`config.mk`:
```
export PLATFORM = sky130hd
export DESIGN_NAME = clock_set_port
export DESIGN_NICKNAME = d
export VERILOG_FILES = /design/src/rtl/clock_set_port.sv
export SDC_FILE = /design/constraint.sdc
export NUM_CORES = 1
export LEC_CHECK = 0
export ABC_AREA = 1
export ABC_CLOCK_PERIOD_IN_PS = 2830
export CORE_ASPECT_RATIO = 0.5
export CORE_MARGIN = 1.5
export CORE_UTILIZATION = 49
export CTS_CLUSTER_SIZE = 8
export DETAILED_ROUTE_END_ITERATION = 10
export HOLD_SLACK_MARGIN = 0.12
export PLACE_DENSITY = 0.81
export SKIP_CTS_REPAIR_TIMING = 1
export SYNTH_ARGS = -nofsm -noshare
export SYNTH_HDL_FRONTEND = slang
export SYNTH_SLANG_ARGS = --single-unit
```
`constraint.sdc`:
```
create_clock -name clk -period 2.83 [get_ports clk]
set_clock_uncertainty 0.2 [all_clocks]
set_input_delay 0.566 -clock clk [delete_from_list [all_inputs] [get_ports clk]]
set_output_delay 0.566 -clock clk [all_outputs]
set_load 0.005 [all_outputs]
```
`src/rtl/clock_set_port.sv`:
```
// clock_set_port: Avalon-MM output port that carries a new time value to the
// clock-counter core. The CPU loads a shadow DATA register and issues START.
// The block then presents the value on out_port and runs a four-phase
// set_req/set_ack handshake. A timeout aborts the handshake, and the sticky
// done/tmo flags report the outcome.
module clock_set_port #(
    parameter int DATA_WIDTH = 14,
    parameter int TIMEOUT    = 1023
) (
    input  logic                  clk,
    input  logic                  reset_n,
    input  logic [1:0]            address,
    input  logic                  chipselect,
    input  logic                  write_n,
    input  logic [31:0]           writedata,
    output logic [31:0]           readdata,
    output logic [DATA_WIDTH-1:0] out_port,
    output logic                  set_req,
    input  logic                  set_ack,
    output logic                  irq
);

    localparam int TW = (TIMEOUT > 1) ? $clog2(TIMEOUT) : 1;
    localparam logic [TW-1:0] TIMER_LAST = TW'(TIMEOUT - 1);

    localparam logic [1:0] ST_IDLE    = 2'd0;
    localparam logic [1:0] ST_REQ     = 2'd1;
    localparam logic [1:0] ST_RELEASE = 2'd2;

    logic [1:0]            state;
    logic [TW-1:0]         timer;
    logic [DATA_WIDTH-1:0] data_reg;
    logic                  ie;
    logic                  done;
    logic                  tmo;
    logic                  busy;
    logic                  wr_en;
    logic                  wr_data;
    logic                  wr_ctrl;
    logic                  wr_clear;
    logic                  start;
    logic                  done_set;
    logic                  tmo_set;
    logic [31:0]           rd_mux;
    logic                  unused_wdata;

    assign wr_en    = chipselect & ~write_n;
    assign wr_data  = wr_en & (address == 2'd0);
    assign wr_ctrl  = wr_en & (address == 2'd1);
    assign wr_clear = wr_en & (address == 2'd2);
    assign start    = wr_ctrl & writedata[0];
    assign busy     = (state != ST_IDLE);

    // Handshake completion and timeout are single-cycle pulses into the flags
    assign done_set = (state == ST_RELEASE) & ~set_ack;
    assign tmo_set  = (state == ST_REQ) & ~set_ack & (timer == TIMER_LAST);

    assign unused_wdata = ^writedata;

    // Handshake FSM: out_port loads only on an accepted START
    always_ff @(posedge clk or negedge reset_n) begin
        if (!reset_n) begin
            state    <= ST_IDLE;
            timer    <= '0;
            out_port <= '0;
            set_req  <= 1'b0;
        end else begin
            case (state)
                ST_IDLE: begin
                    if (start) begin
                        out_port <= data_reg;
                        timer    <= '0;
                        set_req  <= 1'b1;
                        state    <= ST_REQ;
                    end
                end
                ST_REQ: begin
                    if (set_ack) begin
                        set_req <= 1'b0;
                        state   <= ST_RELEASE;
                    end else if (timer == TIMER_LAST) begin
                        set_req <= 1'b0;
                        state   <= ST_IDLE;
                    end else begin
                        timer <= timer + 1'b1;
                    end
                end
                ST_RELEASE: begin
                    if (!set_ack) begin
                        state <= ST_IDLE;
                    end
                end
                default: begin
                    set_req <= 1'b0;
                    state   <= ST_IDLE;
                end
            endcase
        end
    end

    // CPU-visible registers; a hardware flag set overrides a same-cycle clear
    always_ff @(posedge clk or negedge reset_n) begin
        if (!reset_n) begin
            data_reg <= '0;
            ie       <= 1'b0;
            done     <= 1'b0;
            tmo      <= 1'b0;
        end else begin
            if (wr_data) begin
                data_reg <= writedata[DATA_WIDTH-1:0];
            end
            if (wr_ctrl) begin
                ie <= writedata[1];
            end
            if (done_set) begin
                done <= 1'b1;
            end else if (wr_clear && writedata[1]) begin
                done <= 1'b0;
            end
            if (tmo_set) begin
                tmo <= 1'b1;
            end else if (wr_clear && writedata[2]) begin
                tmo <= 1'b0;
            end
        end
    end

    // Read mux, decoded on address alone
    always_comb begin
        rd_mux = '0;
        case (address)
            2'd0:    rd_mux = 32'(data_reg);
            2'd1:    rd_mux = {28'd0, ie, tmo, done, busy};
            default: rd_mux = '0;
        endcase
    end

    // Registered read data and interrupt
    always_ff @(posedge clk or negedge reset_n) begin
        if (!reset_n) begin
            readdata <= '0;
            irq      <= 1'b0;
        end else begin
            readdata <= rd_mux;
            irq      <= ie & (done | tmo);
        end
    end

endmodule

```
After elaboration in Yosys (flattened, before gate mapping):

Cells that the tools add are included.

* add/sub/neg operators: 1
* equality and inequality tests: 10
* muxes and demuxes: 18
* bitwise logic cells: 13
* reduce and logical (&&, ||, !) cells: 12

Operators with widths (number)
* $mux 10: 3
* $pmux 14 s2: 1
* $pmux 10 s2: 1
* $add 10x1->10 const B: 1
* $eq 10x10->1 const B: 1
* $and 1x1->1: 9
* $mux 2: 4
* $ne 2x2->1 const B: 4
* $reduce_bool 2->1: 4
* $mux 1: 7
* $pmux 2 s3: 1
* $reduce_and 3->1: 2
* $eq 2x1->1 const B: 2
* $eq 2x2->1 const B: 2
* $logic_not 2->1: 2
* $reduce_and 4->1: 1
* $ne 3x2->1 const B: 1
* $not 1->1: 3
* $pmux 1 s3: 1
* $logic_and 1x1->1: 2
* $reduce_and 2->1: 1
* $or 1x1->1: 1

* bits in registers: 77
* input port bits: 39
* output and inout bits: 48
* logic and storage cells: 64

Depth between registers and ports, before layout:

* depth in word-level cells: 6
* depth in mapped cells: 9
* gate-level depth less buffers: 9

Worst setup path before layout:

Ideal clock, no wire load.

* kind: in2reg
* start point: in address[1]
* end point: reg timer[5]
* setup time: 0.122 ns
* data arrival time: 1.329 ns
* required time: 2.508 ns
* setup slack: 1.179 ns
* stages on the path: 9
* buffers on the path: 1
* path through: inv_1 -> nand2_2 -> nor2_4 -> nand3_2 -> nand2_2 -> nand2_2 -> buf_6 -> nand2_1 -> o21ai_2

* word-level cells in the longest chain between the ends: 5

RTL lines
* from (decl): RTL line 12 `input logic [1:0] address,`
* $eq 2x1->1: RTL line 49 `assign wr_ctrl = wr_en & (address == 2'd1);`
* $and 1x1->1: RTL line 49
* $and 1x1->1: RTL line 51 `assign start = wr_ctrl & writedata[0];`
* $ne 2x2->1 (no line)
* $reduce_and 4->1 (no line)
* to (signal assigned): RTL line 85 `timer <= timer + 1'b1;`
* to (decl): RTL line 31 `logic [TW-1:0] timer;`

No other way between the ends.
A chain may end at the register's enable or synchronous reset.

Worst setup path in the final report:

* start point: in address[0]
* end point: reg timer[1]

The elaborated chain is that of the path after synthesis.

==> impl_metrics.csv <==
group,metric,value,unit
synthesis,synth.avg_cell_area,9.25,um^2
cells_and_area,area_growth,26.9,%
clock_network,cts.reportedPaths.clkPinSlew,0.06,ns
cells_and_area,multi_input_area,838,um^2
sta,rsz0062_at_grt,"false",
worst_setup_path,worstSetupPathType,"input port to flop",
power,power.leakage,1.61,nW
route,route.detailed.drc,0,
worst_setup_path,reg2reg_depth,6,
worst_setup_path,worst_ep_required_time,2.83,ns
grt,antenna_found_initial,0,
synthesis,synth_ff_type,"dfrtp_1",
worst_setup_path,crit_chain,"clkdlybuf4s50_1, nand2_2, nor2_4, nand3_2, nand2_2, nand2_2, nand2_1, o21ai_0",
cells_and_area,fin_util,65.5,%
synthesis,synthCells,279,
synthesis,ys_top_cells_by_count,"dfrtp_1 (59), nand2_1 (52), inv_1 (38)",
placement,portBuffers,50,
synthesis,synth-compound-area-share,11.0,%
worst_setup_path,cpMaxStageDelayCell,"clkdlybuf4s50_1",
worst_setup_path,r2r_slack,1.03,ns
flow_run,cap_violations,0,
synthesis,synth.yosys.warnings,0,
status,outcome,"completed",
clock_network,cts-htree-levels,3,
synthesis,syn_area,2580,um^2
route,first_pass_iters,4,
route,antenna_left,0,
hold_path,hp-class,"flop to flop",
worst_setup_path,path_delay_family,"simple AND/OR/NAND/NOR gates",
synthesis,synth_top_family_by_area,"simple AND/OR/NAND/NOR gates",
sta,fmax,0.468,GHz
clock_network,cts_buffers,9,
sta,maxSlewHeadroom,58.2,%
synthesis,synth-simple-area-share,16.9,%
sta,final-hold-violation-count,0,
floorplanning,initial_core_util,51.6,%
synthesis,synth-async-reset-ratio,100,%
cells_and_area,regArea,1480,um^2
worst_setup_path,crit_arrival,2.14,ns
worst_setup_path,crit_path_end_kind,"flop",
worst_setup_path,path_common_cell,"nand2_2",
route,drtIter0Drc,32,
synthesis,synth_fa_ha_area_share,0.969,%
cells_and_area,num_antenna_cells,0,
floorplanning,die_area,5740,um^2
floorplanning,placementRows,18,
power,power_density,679,nW/um^2
power,internal_power,1.64,mW
cells_and_area,finalNetCount,377,
synthesis,synth.top_cell.area_share,57.2,%
route,vias,1933,
floorplanning,die_h,54.3,um
hold_path,min_path_cells,2,
worst_setup_path,worstReg2RegStart,"state[0]",
synthesis,yosysMostFrequentCell,"dfrtp_1",
clock_network,clk_root_buffer_cell,"clkbuf_8",
synthesis,ys_ff_latch,59,
power,seq_power_share,47.2,%
placement,hpwlAfterDp,3390,um
hold_path,min_to,"set_req",
synthesis,synth_edf_count,0,
cells_and_area,nFillCells,410,
grt,grt.overflow.total,0,
route,drt-total-wl,4860,um
sta,maxSlewViolCount,0,
synthesis,synth.area.top_cells,"dfrtp_1 (57%), nand2_1 (7.6%), inv_1 (5.5%)",
power,switchingPower,583,uW
floorplanning,die_w,106,um
grt,grt_pass1_vias,1816,
grt,grt.total_usage,18.0,%
power,irDropWorstVdd,266,uV
worst_setup_path,r2r-end,"timer[1]",
sta,post-route-min-period,2.14,ns
floorplanning,num_io_pins,87,
clock_network,cts.sinks,59,
sta,final-setup-viol-count,0,
synthesis,yosysTopAreaCell,"dfrtp_1",
sta,worst_pin_slew,0.627,ns
power,sw_frac_of_total,26.2,%
route,wl_per_cell,11.8,um
clock_network,clk_latency,0.33,ns
cells_and_area,drive_above_1_share,10.6,%
synthesis,synth_seq_area_share,57.2,%
clock_network,clockBufferDepth,2,
synthesis,yosysUniqueCellTypes,27,
worst_setup_path,worstSetupStartpointType,"input port",
route,drt-vias-per-instance,4.70,
grt,grt_pass1_wl,7820,um
worst_setup_path,max_stage_delay,0.52,ns
clock_network,tritoncts,"done",
synthesis,synth-xor-area-share,1.02,%
sta,fin_crit_sh,75.5,%
sta,finalSetupTns,0,ns
power,p_clk_share,34.0,%
worst_setup_path,crit_fanout,14,
synthesis,synthMuxAreaShare,0,%
grt,grt_max_degree,30,
floorplanning,coreArea,5000,um^2
sta,whs,0.280,ns
hold_path,min-delay-start,"set_req",
worst_setup_path,crit_buf_inv,1,
placement,gp_congestion,0.773,
power,pwr-share-comb,18.8,%
[kinds of logic (layout without fill, tap and decap cells)]
logic type	Yosys count	after routing
other cells	1	18
flops	59	59
compound gates	48	48
buf+inv	63	108
xor+xnor	3	3
fa+ha+maj	2	2
simple gates	103	103
[metrics by stage]
step                total power [mW]  worst slack, ns  std cells  instance area (um^2)
global route                    2.35            0.555        411                  3280
detailed placement              1.48            0.329        394                  3060
global placement                1.46            0.409        394                  3060
CTS                             2.25            0.676        410                  3270
floorplan                       1.25             1.18        296                  2650
finish                          2.22            0.693        411                  3280
[layout make-up]
cell class / count / share of cell area (%)
flip-flops and latches: 59 / 45.1
multi-input cells: 174 / 25.6
repair buffers: 54 / 16.1
inverters: 38 / 4.35
clock buffers: 10 / 4.20
well taps: 70 / 2.67
clock inverters: 6 / 1.99
[tightest hold or removal path: stages (launching register included)]
cell and delay (ns):
dfrtp_1 0.35, nand2_1 0.06, nand2_1 0.05
[power by group through the flow]
stage               Clock [mW]  Sequential [mW]  Combinational (mW)
global placement             0             1.06               0.405
finish                   0.757             1.05               0.419
global route             0.810             1.06               0.470
CTS                      0.776             1.05               0.425
detailed placement           0             1.06               0.420
floorplan                    0             1.06               0.186
[metal layers]
layer,global-route usage (%),routed length [um],up-vias
li1,-,-,948
met1,19.6,1970,925
met2,34.3,2590,50
met3,5.12,219,10
met4,7.88,88,0
met5,0,0,-
[cells in the final DEF (no fill, tap or decap)]
cell              n
a21boi_0          1
a21oi_1          13
buf_2             1
buf_4             3
bufinv_16         1
clkbuf_8         10
clkdlybuf4s50_1  49
clkinv_2          2
clkinv_4          2
clkinvlp_4        1
conb_1           18
dfrtp_1          59
dlygate4sd3_1     1
ha_1              2
inv_1            38
nand2_1          52
nand2_2           4
nand3_1           9
nand3_2           2
nand3b_1          1
nand4_1           1
nor2_1           32
nor2_4            1
nor3_1            1
o21ai_0          15
o21ai_1           5
o21ai_2           9
o21bai_1          1
o22ai_1           4
xnor2_1           2
xor2_1            1
[worst max path at each step]
stage / startpoint / endpoint / slack (ns) / depth (start not counted)
finish: address[0] / timer[1] / 0.69 / 8
CTS: address[0] / timer[1] / 0.68 / 8
global placement: address[0] / timer[1] / 0.41 / 8
floorplan: address[1] / timer[5] / 1.18 / 9
detailed placement: address[0] / timer[5] / 0.33 / 8
global route: address[0] / timer[1] / 0.56 / 8
No activity file was read; power rests on OpenSTA's default activity.
